[src/rtl/channel_plane_sequencer_if.sv]
// Stream bundle for channel_plane_sequencer: interleaved-pixel input, single-channel output,
// plus the extractor offset exposed for observability.
interface channel_plane_sequencer_if #(
   parameter int TDATA_WIDTH   = 256,
   parameter int CHANNEL_COUNT = 3
);
   localparam int CHANNEL_COUNT_BITS = $clog2(CHANNEL_COUNT);

   logic [TDATA_WIDTH-1:0]        s_axis_tdata;
   logic                          s_axis_tvalid;
   logic                          s_axis_tready;
   logic                          s_axis_tlast;
   logic [TDATA_WIDTH-1:0]        m_axis_tdata;
   logic                          m_axis_tvalid;
   logic                          m_axis_tready;
   logic                          m_axis_tlast;
   logic [CHANNEL_COUNT_BITS-1:0] m_axis_tuser;
   logic [CHANNEL_COUNT_BITS-1:0] channel_offset;

   modport slave (
      input  s_axis_tdata, s_axis_tvalid, s_axis_tlast, m_axis_tready,
      output s_axis_tready, m_axis_tdata, m_axis_tvalid, m_axis_tlast, m_axis_tuser,
             channel_offset
   );

   modport master (
      output s_axis_tdata, s_axis_tvalid, s_axis_tlast, m_axis_tready,
      input  s_axis_tready, m_axis_tdata, m_axis_tvalid, m_axis_tlast, m_axis_tuser,
             channel_offset
   );
endinterface

[src/rtl/channel_plane_sequencer.sv]
// Re-emits each interleaved-pixel beat once per colour channel, tracking the rotating channel
// phase of item 0. Optional one-entry input skid register: CHANNEL_PLANE_SEQ_SKID_EN.
module channel_plane_sequencer #(
   parameter int TDATA_WIDTH   = 256,
   parameter int ITEM_WIDTH    = 8,
   parameter int CHANNEL_COUNT = 3
) (
   input  logic                     axis_aclk,
   input  logic                     axis_reset,
   channel_plane_sequencer_if.slave axis
);
   localparam int ITEM_COUNT         = TDATA_WIDTH / ITEM_WIDTH;
   localparam int CHANNEL_COUNT_BITS = $clog2(CHANNEL_COUNT);
   localparam int PHASE_STEP         = ITEM_COUNT % CHANNEL_COUNT;
   localparam logic [CHANNEL_COUNT_BITS-1:0] LAST_CH = CHANNEL_COUNT_BITS'(CHANNEL_COUNT - 1);

   typedef enum logic {IDLE = 1'b0, EMIT = 1'b1} state_t;

   state_t                        state_q, state_d;
   logic [CHANNEL_COUNT_BITS-1:0] ch_q, ch_d;
   logic [CHANNEL_COUNT_BITS-1:0] phase_q, phase_d;
   logic [TDATA_WIDTH-1:0]        hold_data_q, hold_data_d;
   logic                          hold_last_q, hold_last_d;

   logic                          s_ready, s_hs, done;
   logic                          ld_vld, ld_last;
   logic [TDATA_WIDTH-1:0]        ld_data;
   logic [CHANNEL_COUNT_BITS-1:0] offset;
   logic [TDATA_WIDTH-1:0]        extract;

   // Both operands are below CHANNEL_COUNT, so one conditional subtract replaces the modulo.
   function automatic logic [CHANNEL_COUNT_BITS-1:0] offset_of(
      input logic [CHANNEL_COUNT_BITS-1:0] c, input logic [CHANNEL_COUNT_BITS-1:0] p);
      int sum;
      sum = int'(c) + CHANNEL_COUNT - int'(p);
      if (sum >= CHANNEL_COUNT) sum = sum - CHANNEL_COUNT;
      return CHANNEL_COUNT_BITS'(sum);
   endfunction

   function automatic logic [CHANNEL_COUNT_BITS-1:0] next_phase(
      input logic [CHANNEL_COUNT_BITS-1:0] p);
      int n;
      n = int'(p) + PHASE_STEP;
      if (n >= CHANNEL_COUNT) n = n - CHANNEL_COUNT;
      return CHANNEL_COUNT_BITS'(n);
   endfunction

   assign done = (state_q == EMIT) && axis.m_axis_tready && (ch_q == LAST_CH);
   assign s_hs = axis.s_axis_tvalid && s_ready;

`ifdef CHANNEL_PLANE_SEQ_SKID_EN
   logic                   skid_vld_q, skid_vld_d;
   logic [TDATA_WIDTH-1:0] skid_data_q, skid_data_d;
   logic                   skid_last_q, skid_last_d;
   logic                   s_ready_q;
   logic                   hold_free;

   assign hold_free = (state_q == IDLE) || done;
   assign s_ready   = s_ready_q;
   // A parked beat always wins over the port; the port cannot fire while the skid is full.
   assign ld_vld    = skid_vld_q || s_hs;
   assign ld_data   = skid_vld_q ? skid_data_q : axis.s_axis_tdata;
   assign ld_last   = skid_vld_q ? skid_last_q : axis.s_axis_tlast;

   always_comb begin
      skid_vld_d  = skid_vld_q;
      skid_data_d = skid_data_q;
      skid_last_d = skid_last_q;
      if (hold_free) begin
         skid_vld_d = 1'b0;
      end else if (s_hs) begin
         skid_vld_d  = 1'b1;
         skid_data_d = axis.s_axis_tdata;
         skid_last_d = axis.s_axis_tlast;
      end
   end
`else
   assign s_ready = (state_q == IDLE) || done;
   assign ld_vld  = s_hs;
   assign ld_data = axis.s_axis_tdata;
   assign ld_last = axis.s_axis_tlast;
`endif

   always_comb begin
      state_d     = state_q;
      ch_d        = ch_q;
      phase_d     = phase_q;
      hold_data_d = hold_data_q;
      hold_last_d = hold_last_q;
      case (state_q)
         IDLE: begin
            if (ld_vld) begin
               hold_data_d = ld_data;
               hold_last_d = ld_last;
               ch_d        = '0;
               state_d     = EMIT;
            end
         end
         default: begin
            if (axis.m_axis_tready) begin
               if (ch_q != LAST_CH) begin
                  ch_d = ch_q + 1'b1;
               end else begin
                  phase_d = hold_last_q ? '0 : next_phase(phase_q);
                  if (ld_vld) begin
                     hold_data_d = ld_data;
                     hold_last_d = ld_last;
                     ch_d        = '0;
                  end else begin
                     state_d = IDLE;
                  end
               end
            end
         end
      endcase
   end

   always_ff @(posedge axis_aclk or posedge axis_reset) begin
      if (axis_reset) begin
         state_q     <= IDLE;
         ch_q        <= '0;
         phase_q     <= '0;
         hold_data_q <= '0;
         hold_last_q <= 1'b0;
`ifdef CHANNEL_PLANE_SEQ_SKID_EN
         skid_vld_q  <= 1'b0;
         skid_data_q <= '0;
         skid_last_q <= 1'b0;
         s_ready_q   <= 1'b1;
`endif
      end else begin
         state_q     <= state_d;
         ch_q        <= ch_d;
         phase_q     <= phase_d;
         hold_data_q <= hold_data_d;
         hold_last_q <= hold_last_d;
`ifdef CHANNEL_PLANE_SEQ_SKID_EN
         skid_vld_q  <= skid_vld_d;
         skid_data_q <= skid_data_d;
         skid_last_q <= skid_last_d;
         s_ready_q   <= ~skid_vld_d;
`endif
      end
   end

   assign offset = offset_of(ch_q, phase_q);

   // Extractor: items whose index is congruent to the offset are packed from the LSB up.
   always_comb begin
      extract = '0;
      for (int i = 0; i < ITEM_COUNT; i++) begin
         if (CHANNEL_COUNT_BITS'(i % CHANNEL_COUNT) == offset)
            extract[(i / CHANNEL_COUNT) * ITEM_WIDTH +: ITEM_WIDTH] =
               hold_data_q[i * ITEM_WIDTH +: ITEM_WIDTH];
      end
   end

   assign axis.s_axis_tready  = s_ready;
   assign axis.m_axis_tvalid  = (state_q == EMIT);
   assign axis.m_axis_tdata   = extract;
   assign axis.m_axis_tuser   = ch_q;
   assign axis.m_axis_tlast   = hold_last_q && (ch_q == LAST_CH);
   assign axis.channel_offset = offset;
endmodule
[src/flat_wrapper.sv]
// flat-port wrapper written by rule: the top's interface ports become plain ports
module channel_plane_sequencer_flat 
#(
   parameter int TDATA_WIDTH   = 256,
   parameter int ITEM_WIDTH    = 8,
   parameter int CHANNEL_COUNT = 3
)
  (axis_aclk, axis_reset, axis_s_axis_tdata, axis_s_axis_tvalid, axis_s_axis_tlast, axis_m_axis_tready, axis_s_axis_tready, axis_m_axis_tdata, axis_m_axis_tvalid, axis_m_axis_tlast, axis_m_axis_tuser, axis_channel_offset);
  channel_plane_sequencer_if #(.TDATA_WIDTH(TDATA_WIDTH), .CHANNEL_COUNT(CHANNEL_COUNT)) axis_i ();
  input  logic axis_aclk;
  input  logic axis_reset;
  input wire logic [$bits(axis_i.s_axis_tdata)-1:0] axis_s_axis_tdata;
  input wire logic [$bits(axis_i.s_axis_tvalid)-1:0] axis_s_axis_tvalid;
  input wire logic [$bits(axis_i.s_axis_tlast)-1:0] axis_s_axis_tlast;
  input wire logic [$bits(axis_i.m_axis_tready)-1:0] axis_m_axis_tready;
  output wire logic [$bits(axis_i.s_axis_tready)-1:0] axis_s_axis_tready;
  output wire logic [$bits(axis_i.m_axis_tdata)-1:0] axis_m_axis_tdata;
  output wire logic [$bits(axis_i.m_axis_tvalid)-1:0] axis_m_axis_tvalid;
  output wire logic [$bits(axis_i.m_axis_tlast)-1:0] axis_m_axis_tlast;
  output wire logic [$bits(axis_i.m_axis_tuser)-1:0] axis_m_axis_tuser;
  output wire logic [$bits(axis_i.channel_offset)-1:0] axis_channel_offset;
  assign axis_i.s_axis_tdata = axis_s_axis_tdata;
  assign axis_i.s_axis_tvalid = axis_s_axis_tvalid;
  assign axis_i.s_axis_tlast = axis_s_axis_tlast;
  assign axis_i.m_axis_tready = axis_m_axis_tready;
  assign axis_s_axis_tready = axis_i.s_axis_tready;
  assign axis_m_axis_tdata = axis_i.m_axis_tdata;
  assign axis_m_axis_tvalid = axis_i.m_axis_tvalid;
  assign axis_m_axis_tlast = axis_i.m_axis_tlast;
  assign axis_m_axis_tuser = axis_i.m_axis_tuser;
  assign axis_channel_offset = axis_i.channel_offset;
  channel_plane_sequencer #(.TDATA_WIDTH(TDATA_WIDTH), .ITEM_WIDTH(ITEM_WIDTH), .CHANNEL_COUNT(CHANNEL_COUNT)) u_core (.axis_aclk(axis_aclk), .axis_reset(axis_reset), .axis(axis_i));
endmodule
[config.mk]
export PLATFORM = sky130hd
export DESIGN_NAME = channel_plane_sequencer_flat
export DESIGN_NICKNAME = d
export VERILOG_FILES = /design/src/rtl/channel_plane_sequencer_if.sv /design/src/rtl/channel_plane_sequencer.sv /design/src/flat_wrapper.sv
export SDC_FILE = /design/constraint.sdc
export NUM_CORES = 1
export LEC_CHECK = 0
export ABC_AREA = 1
export BUFFER_PORTS_ARGS = -buffer_cell sky130_fd_sc_hd__buf_2
export CORE_AREA = 3 3 202 204
export DETAILED_ROUTE_END_ITERATION = 10
export DIE_AREA = 0 0 205 207
export PLACE_DENSITY = 0.7
export SYNTH_ARGS = -nofsm -noshare
export SYNTH_HDL_FRONTEND = slang
export SYNTH_SLANG_ARGS = --single-unit
[constraint.sdc]
create_clock -name axis_aclk -period 8.2 [get_ports axis_aclk]
set_clock_uncertainty 0.1 [all_clocks]
set_input_delay 0.41 -clock axis_aclk [delete_from_list [all_inputs] [get_ports axis_aclk]]
set_output_delay 0.41 -clock axis_aclk [all_outputs]
set_load 0.01 [all_outputs]
==> metrics, run 1 <==
status=completed; fill count=3,647; largest net degree at the start of global routing=162; Crit Path Max Fanout=91; FF/Latch Area=0.006556 mm^2; PortBufs=355; initial antenna violation count=10; Final Hold Vio Count=0; Startpoint Class=flip-flop; total CTS buffers=30; Total Routing Usage GR=20.79%; Cells after Synth=1,743; Max Cap Violations=0; post-CTS sizing=0; Antenna Violating Nets Remaining=0; post-synthesis simple-gate area fraction=36.74%; normalized max-slew margin=21.28%; Detailed Place HPWL=27,270 um; leading area contributor after synthesis=dfrtp_1; TritonRoute pass-1 iters=5; core area=0.03946 mm^2; final setup vio count=0; post-synth top area share=47.55%; Tmin final=4772 ps; slowest CP cell=buf_4; synthesized flop and latch total=262; die area=0.04244 mm^2; CP endpoint kind=primary output; distinct cell type count after synthesis=22; maximum VDD drop=1.161 mV; H-tree level count=1; final period utilization=58.19%; Finished Core Util=46.85%; hold_ws=22.11 ps; ratio of cells with drive above 1 in the final layout=18.73%; TNS Setup=0 ps; clock buffer depth=3; Top cell by count, worst path=inv_1; post-synthesis sequential area ratio=47.55%; via count of the first global-routing pass=13,664; Compound-Gate Fraction of Synth Area=0.2178%; Adder-Cell Fraction of Synth Area=0.5082%; Pwr Density=498.0 mW/mm^2; first-pass GRT wire length=72,510 um; DRC viols=0; RSZ-0062 raised after global routing=no; die width=205 um; Final Routed Wirelength=46,120 um; CP Class=reg -> out; CP arrival=4260 ps; wire per inst=16.52 um; vias per std cell=4.922; synth top area cells=dfrtp_1, nand3_1, nand2_1, buf_4, buf_2; area occupied by multi-input gates=0.005859 mm^2; nets@finish=2,507; gr ovfl total=0; Setup Fix Bufs, Post-CTS=0; CTS tree=done; Initial Util=34.94%; chip height=207 um; Netlist Area Pre-Place=0.01379 mm^2; Leak=9.926 nW; Core Rows=73; fmax=209.6 MHz; multiplexer area fraction after synthesis=0%; vias=13,737; Slowest Stage Delay on Critical Path=800 ps; Clock Pin Slew Worst Setup and Hold Paths=60 ps; DR iter-0 viols=1,080; I/O Pins=524; worst path required time=7690 ps; hold buffers post-CTS=238; cells along the critical path=ha_1, inv_1, fa_1, inv_1, ha_1, inv_1, nand2_1, nand2_1, nand2_8, buf_4, nand3_1, nand3_1, buf_2; Pwr Total=9.206 mW; GPL Wtd Cong=0.8190; Clk Latency, worst-skew pair=560 ps; main combinational cell family by area after synthesis=simple AND/OR/NAND/NOR gates; TritonCTS Sinks=262; Slew Viols, Final=0; Yosys warning count=0; root buf cell=clkbuf_16; Hold Path Class=in -> reg; Area growth syn-to-layout=34.08%; Mean Syn Cell Area=7.911 um^2; xor and xnor area share after synthesis=0%; Top delay family on crit path=buffers and inverters; WP buf/inv=5; slew at the pin closest to its max-slew limit=1181 ps
## stage by stage
step                std cells  area [um^2]  worst slack, ps
CTS                      2788        18470             3475
global placement         2495        15010             4218
floorplan                1910        14420            478.1
finish                   2791        18490             3428
detailed placement       2495        15010             4102
global route             2791        18490             3121
## synthesized netlist by cell type
cell,instances
a21oi_1,2
buf_1,15
buf_2,70
buf_4,203
buf_6,1
clkbuf_1,15
conb_1,1
dfrtp_1,262
fa_1,1
ha_1,4
inv_1,15
inv_2,2
nand2_1,551
nand2_2,4
nand2_4,1
nand3_1,579
nand3_2,1
nand4_1,1
nor2_1,7
nor2_2,1
nor3_1,3
o21ai_0,4
## layout by cell type (no fill, tap or decap), drive strengths merged
cell type	synthesis	final
nand4	1	1
dfrtp	262	262
o21ai	4	4
clkbuf	15	45
fa	1	1
a21oi	2	2
conb	1	168
clkinvlp	0	1
dlygate4sd3	0	239
ha	4	4
buf	289	363
inv	17	17
bufinv	0	5
nand2	556	556
nand3	580	580
diode	0	2
clkinv	0	5
nor3	3	3
nor2	8	8
## metal layers
| metal | wire length [um] | track usage, % | vias up |
|---|---|---|---|
| met1 | 17580 | 25.18 | 6505 |
| met5 | 90 | 0 | - |
| met4 | 2038 | 9.121 | 14 |
| met3 | 3975 | 5.061 | 149 |
| met2 | 22440 | 35.05 | 685 |
| li1 | - | - | 6384 |
## worst paths after layout
kind / from / to / slack, ps / depth (start not counted)
max: u_core.axis.m_axis_tuser[0]$_DFFE_PP0N_ / axis_m_axis_tdata[11] / 3430 / 13
min: axis_s_axis_tdata[172] / u_core.hold_data_q[172]$_DFFE_PP0P_ / 20 / 3
max reg2reg: u_core.axis.m_axis_tuser[0]$_DFFE_PP0N_ / u_core.axis.m_axis_tuser[1]$_DFFE_PP0N_ / 4920 / 7
min reg2reg: u_core.hold_data_q[143]$_DFFE_PP0P_ / u_core.hold_data_q[143]$_DFFE_PP0P_ / 370 / 2
max in group asynchronous: axis_reset / u_core.hold_data_q[246]$_DFFE_PP0P_ / 6200 / 4
min in group asynchronous: axis_reset / u_core.hold_data_q[103]$_DFFE_PP0P_ / 390 / 3
## area by class of cell
class | count | area share (%)
Multi-Input combinational cell | 1327 | 31.69
Timing Repair Buffer | 603 | 23.03
Clock buffer | 44 | 4.778
Sequential cell | 262 | 35.46
Tap cell | 525 | 3.553
Inverter | 17 | 0.3858
Clock inverter | 11 | 1.069
Antenna cell | 2 | 0.02707
## state kept, by name, indices dropped and copies added, names as in the netlist
signal                     count
u_core.hold_data_q           256
u_core.axis.m_axis_tuser       2
u_core.phase_q                 2
u_core.axis.m_axis_tvalid      1
u_core.hold_last_q             1
## report_power, final
group / leakage, nW / internal, mW / switching (mW)
combinational: 6.14 / 1.61 / 3.88
sequential: 3.25 / 1.90 / 0.372
clock: 0.528 / 0.901 / 0.543
total: 9.93 / 4.41 / 4.80
## worst reg2reg max path: cells and delay by family (launching register included)
| family | cells | cell delay, ps |
|---|---|---|
| AOI/OAI and AO/OA | 1 | 180 |
| buffers and inverters | 2 | 1010 |
| DFF | 1 | 460 |
| and+or+nand+nor | 4 | 1450 |
## kinds of logic (layout without fill, tap and decap cells)
kind of cell | after synthesis | count (layout)
buffers and inverters | 321 | 675
AO/OA/AOI/OAI | 6 | 6
other | 1 | 170
adder cells (fa/ha/maj) | 5 | 5
AND/OR/NAND/NOR | 1148 | 1148
flip-flops | 262 | 262
Power figures use the tool's default switching activity.
==> inputs of run 2 (changes only) <==
- clock period: 8.2 -> 3.9 ns (I/O delays scaled with it)
==> metrics, run 2 (synthesis results as in run 1) <==
initial antenna violation count=3 (was 10); largest net degree at the start of global routing=91 (was 162); worst path required time=3610 ps (was 7690 ps); Antenna Violating Nets Remaining=0 (unchanged); PortBufs=355 (unchanged); TritonCTS Sinks=262 (unchanged); H-tree level count=1 (unchanged); combinational power share=63.6% (was 59.6%); nets@finish=2,558 (was 2,507); Pwr Total=20.87 mW (was 9.206 mW); Seq pwr share=22.9% (was 24.7%); core area=0.03946 mm^2 (unchanged); vias per std cell=4.977 (was 4.922); TritonRoute pass-1 iters=7 (was 5); Area growth syn-to-layout=38.27% (was 34.08%); normalized max-slew margin=36.45% (was 21.28%); ratio of cells with drive above 1 in the final layout=20.21% (was 18.73%); Clk Latency, worst-skew pair=570 ps (was 560 ps); Pwr Density=1095 mW/mm^2 (was 498.0 mW/mm^2); most common cell after layout, fill and taps aside=nand3_1 (unchanged); Initial Util=34.94% (unchanged); status=completed (unchanged); Hold Path Class=in -> reg (unchanged); Slew Viols, Final=0 (unchanged); FF/Latch Area=0.006556 mm^2 (unchanged); reg-to-reg endpoint=u_core.hold_data_q[116]$_DFFE_PP0P_ (was u_core.axis.m_axis_tuser[1]$_DFFE_PP0N_); gr ovfl total=0 (unchanged); Hold Crit Start=axis_s_axis_tvalid (was axis_s_axis_tdata[172]); Clock Pin Slew Worst Setup and Hold Paths=60 ps (about the same); reg2reg path depth=7 (unchanged); Crit Path Max Fanout=14 (was 91); Finished Core Util=48.32% (was 46.85%); slew at the pin closest to its max-slew limit=951.2 ps (was 1181 ps); total CTS buffers=30 (unchanged); Tmin final=3746 ps; root buf cell=clkbuf_16 (unchanged); area occupied by multi-input gates=0.006001 mm^2 (was 0.005859 mm^2); CP Class=reg -> out (unchanged); r2r startpoint=u_core.axis.m_axis_tuser[0]$_DFFE_PP0N_ (unchanged); RSZ-0062 raised after global routing=yes (was no); Int Pwr=9.866 mW (was 4.410 mW); DR iter-0 viols=1,183 (was 1,080); CP endpoint kind=primary output (unchanged); placed cell count=2,518 (was 2,495); wire per inst=17.09 um (was 16.52 um); dpl ws=613.5 ps (was 4102 ps); clock buffer depth=3 (unchanged); die area=0.04244 mm^2 (unchanged); Worst Hold End=u_core.hold_data_q[39]$_DFFE_PP0P_ (was u_core.hold_data_q[172]$_DFFE_PP0P_); max reg flops=256 (unchanged); GPL Wtd Cong=0.8605 (was 0.8190); R2R setup slack=1400 ps (was 4920 ps); Max Cap Violations=0 (unchanged); Total Routing Usage GR=21.43% (was 20.79%); Final Routed Wirelength=48,600 um (was 46,120 um); final setup vio count=0 (unchanged); commonest non-fill, non-tap cells in the layout=nand3_1, nand2_1, buf_2 (unchanged); Startpoint Class=flip-flop (unchanged); worst setup margin=153.8 ps (was 3428 ps); CP arrival=3450 ps (was 4260 ps); die width=205 um (unchanged); DRC viols=0 (unchanged); fmax=266.9 MHz; Largest Register=u_core.hold_data_q (unchanged); switch share=52.72% (was 52.10%); I/O Pins=524 (unchanged); final period utilization=96.06%; first-pass GRT wire length=74,480 um (was 72,510 um); final std cells w/o fill=2,843 (was 2,791); worst hold stages=3 (unchanged); vias=14,149 (was 13,737); Final Hold Vio Count=0 (unchanged); Psw=11.00 mW (was 4.796 mW); Leak=10.19 nW (was 9.926 nW); Core Rows=73 (unchanged); Detailed Place HPWL=29,060 um (was 27,270 um); via count of the first global-routing pass=14,101 (was 13,664); CTS tree=done (unchanged); chip height=207 um (unchanged); maximum VDD drop=0.6990 mV (was 1.161 mV); fill count=3,607 (was 3,647); Clk network pwr share=13.5% (was 15.7%); TNS Setup=0 ps (unchanged)
==> run 2: cell types whose count changed in the layout (fill, tap and decap cells not counted), moves of 3 or more <==
cell           change
dlygate4sd3_1     +20
clkinv_2           +6
nand2_1            -6
nand2_8            +3
bufinv_16          -4
buf_4             +13
buf_12             +7
nand2_2            +4
nand2_4            +5
clkinvlp_4         +3
clkbuf_1           -3
==> run 2: how the worst max path moves through the flow <==
stage	slack (ps)	startpoint	depth (start not counted)	endpoint
4_1_cts	60	u_core.axis.m_axis_tuser[0]$_DFFE_PP0N_	13	axis_m_axis_tdata[58]
3_3_place_gp	720	u_core.axis.m_axis_tuser[0]$_DFFE_PP0N_	13	axis_m_axis_tdata[84]
3_5_place_dp	610	u_core.phase_q[0]$_DFFE_PP0P_	14	axis_m_axis_tdata[84]
6_report	150	u_core.phase_q[0]$_DFFE_PP0P_	13	axis_m_axis_tdata[7]
2_1_floorplan	150	axis_reset	1	u_core.axis.m_axis_tuser[0]$_DFFE_PP0N_
5_1_grt	-110	u_core.phase_q[0]$_DFFE_PP0P_	13	axis_m_axis_tdata[62]
==> run 2: cell type report <==
type	count	area share, %
Inverter	17	0.3544
Timing Repair Buffer	648	25.12
Clock buffer	40	4.502
Clock inverter	16	0.6891
Sequential cell	262	34.39
Tap cell	525	3.446
Antenna cell	2	0.02625
Multi-Input combinational cell	1333	31.48
==> run 2: timing repair <==
item,4_1_cts,5_1_grt
setup endpoints to repair,2,87
hold endpoints to repair,288,0
buffers inserted,0,2
gates resized for setup,2,20
hold buffers,259,0
pin swaps,0,3
cloned,0,6
==> run 2: per-layer routing <==
metal | track usage [%] | vias to the layer above | share of wire, %
met3 | 4.290 | 150 | 8.1
met2 | 36.62 | 751 | 49
met5 | 0 | - | 0.033
met1 | 26.02 | 6743 | 38
li1 | - | 6503 | -
met4 | 9.639 | 2 | 4.6
==> run 2: metrics by stage <==
| stage | hold WS (ps) | area (um^2) |
|---|---|---|
| 2_1_floorplan | 239.5 | 14420 |
| 3_3_place_gp | 326.8 | 15290 |
| 3_5_place_dp | 329.5 | 15290 |
| 4_1_cts | 26.88 | 18880 |
| 5_1_grt | 49.22 | 19060 |
| 6_report | 42.28 | 19060 |
==> run 2: critical path, stage by stage, from the launching register on <==
cell and delay [ps]:
dfrtp_1 380, inv_1 120, ha_1 170, inv_1 50, fa_1 510, inv_1 80, ha_1 200, inv_1 130
nand3_2 310, nand2_8 300, buf_4 200, nand3_1 90, nand3_1 170, buf_2 160
==> run 2: power groups by stage <==
stage / clock, mW / sequential [mW] / combinational, mW
after floorplan: 0 / 4.55 / 7.81
after global placement: 0 / 4.72 / 11.7
after detailed placement: 0 / 4.76 / 11.9
after CTS: 2.86 / 4.74 / 12.2
after global routing: 2.98 / 4.90 / 14.5
final: 2.82 / 4.77 / 13.3
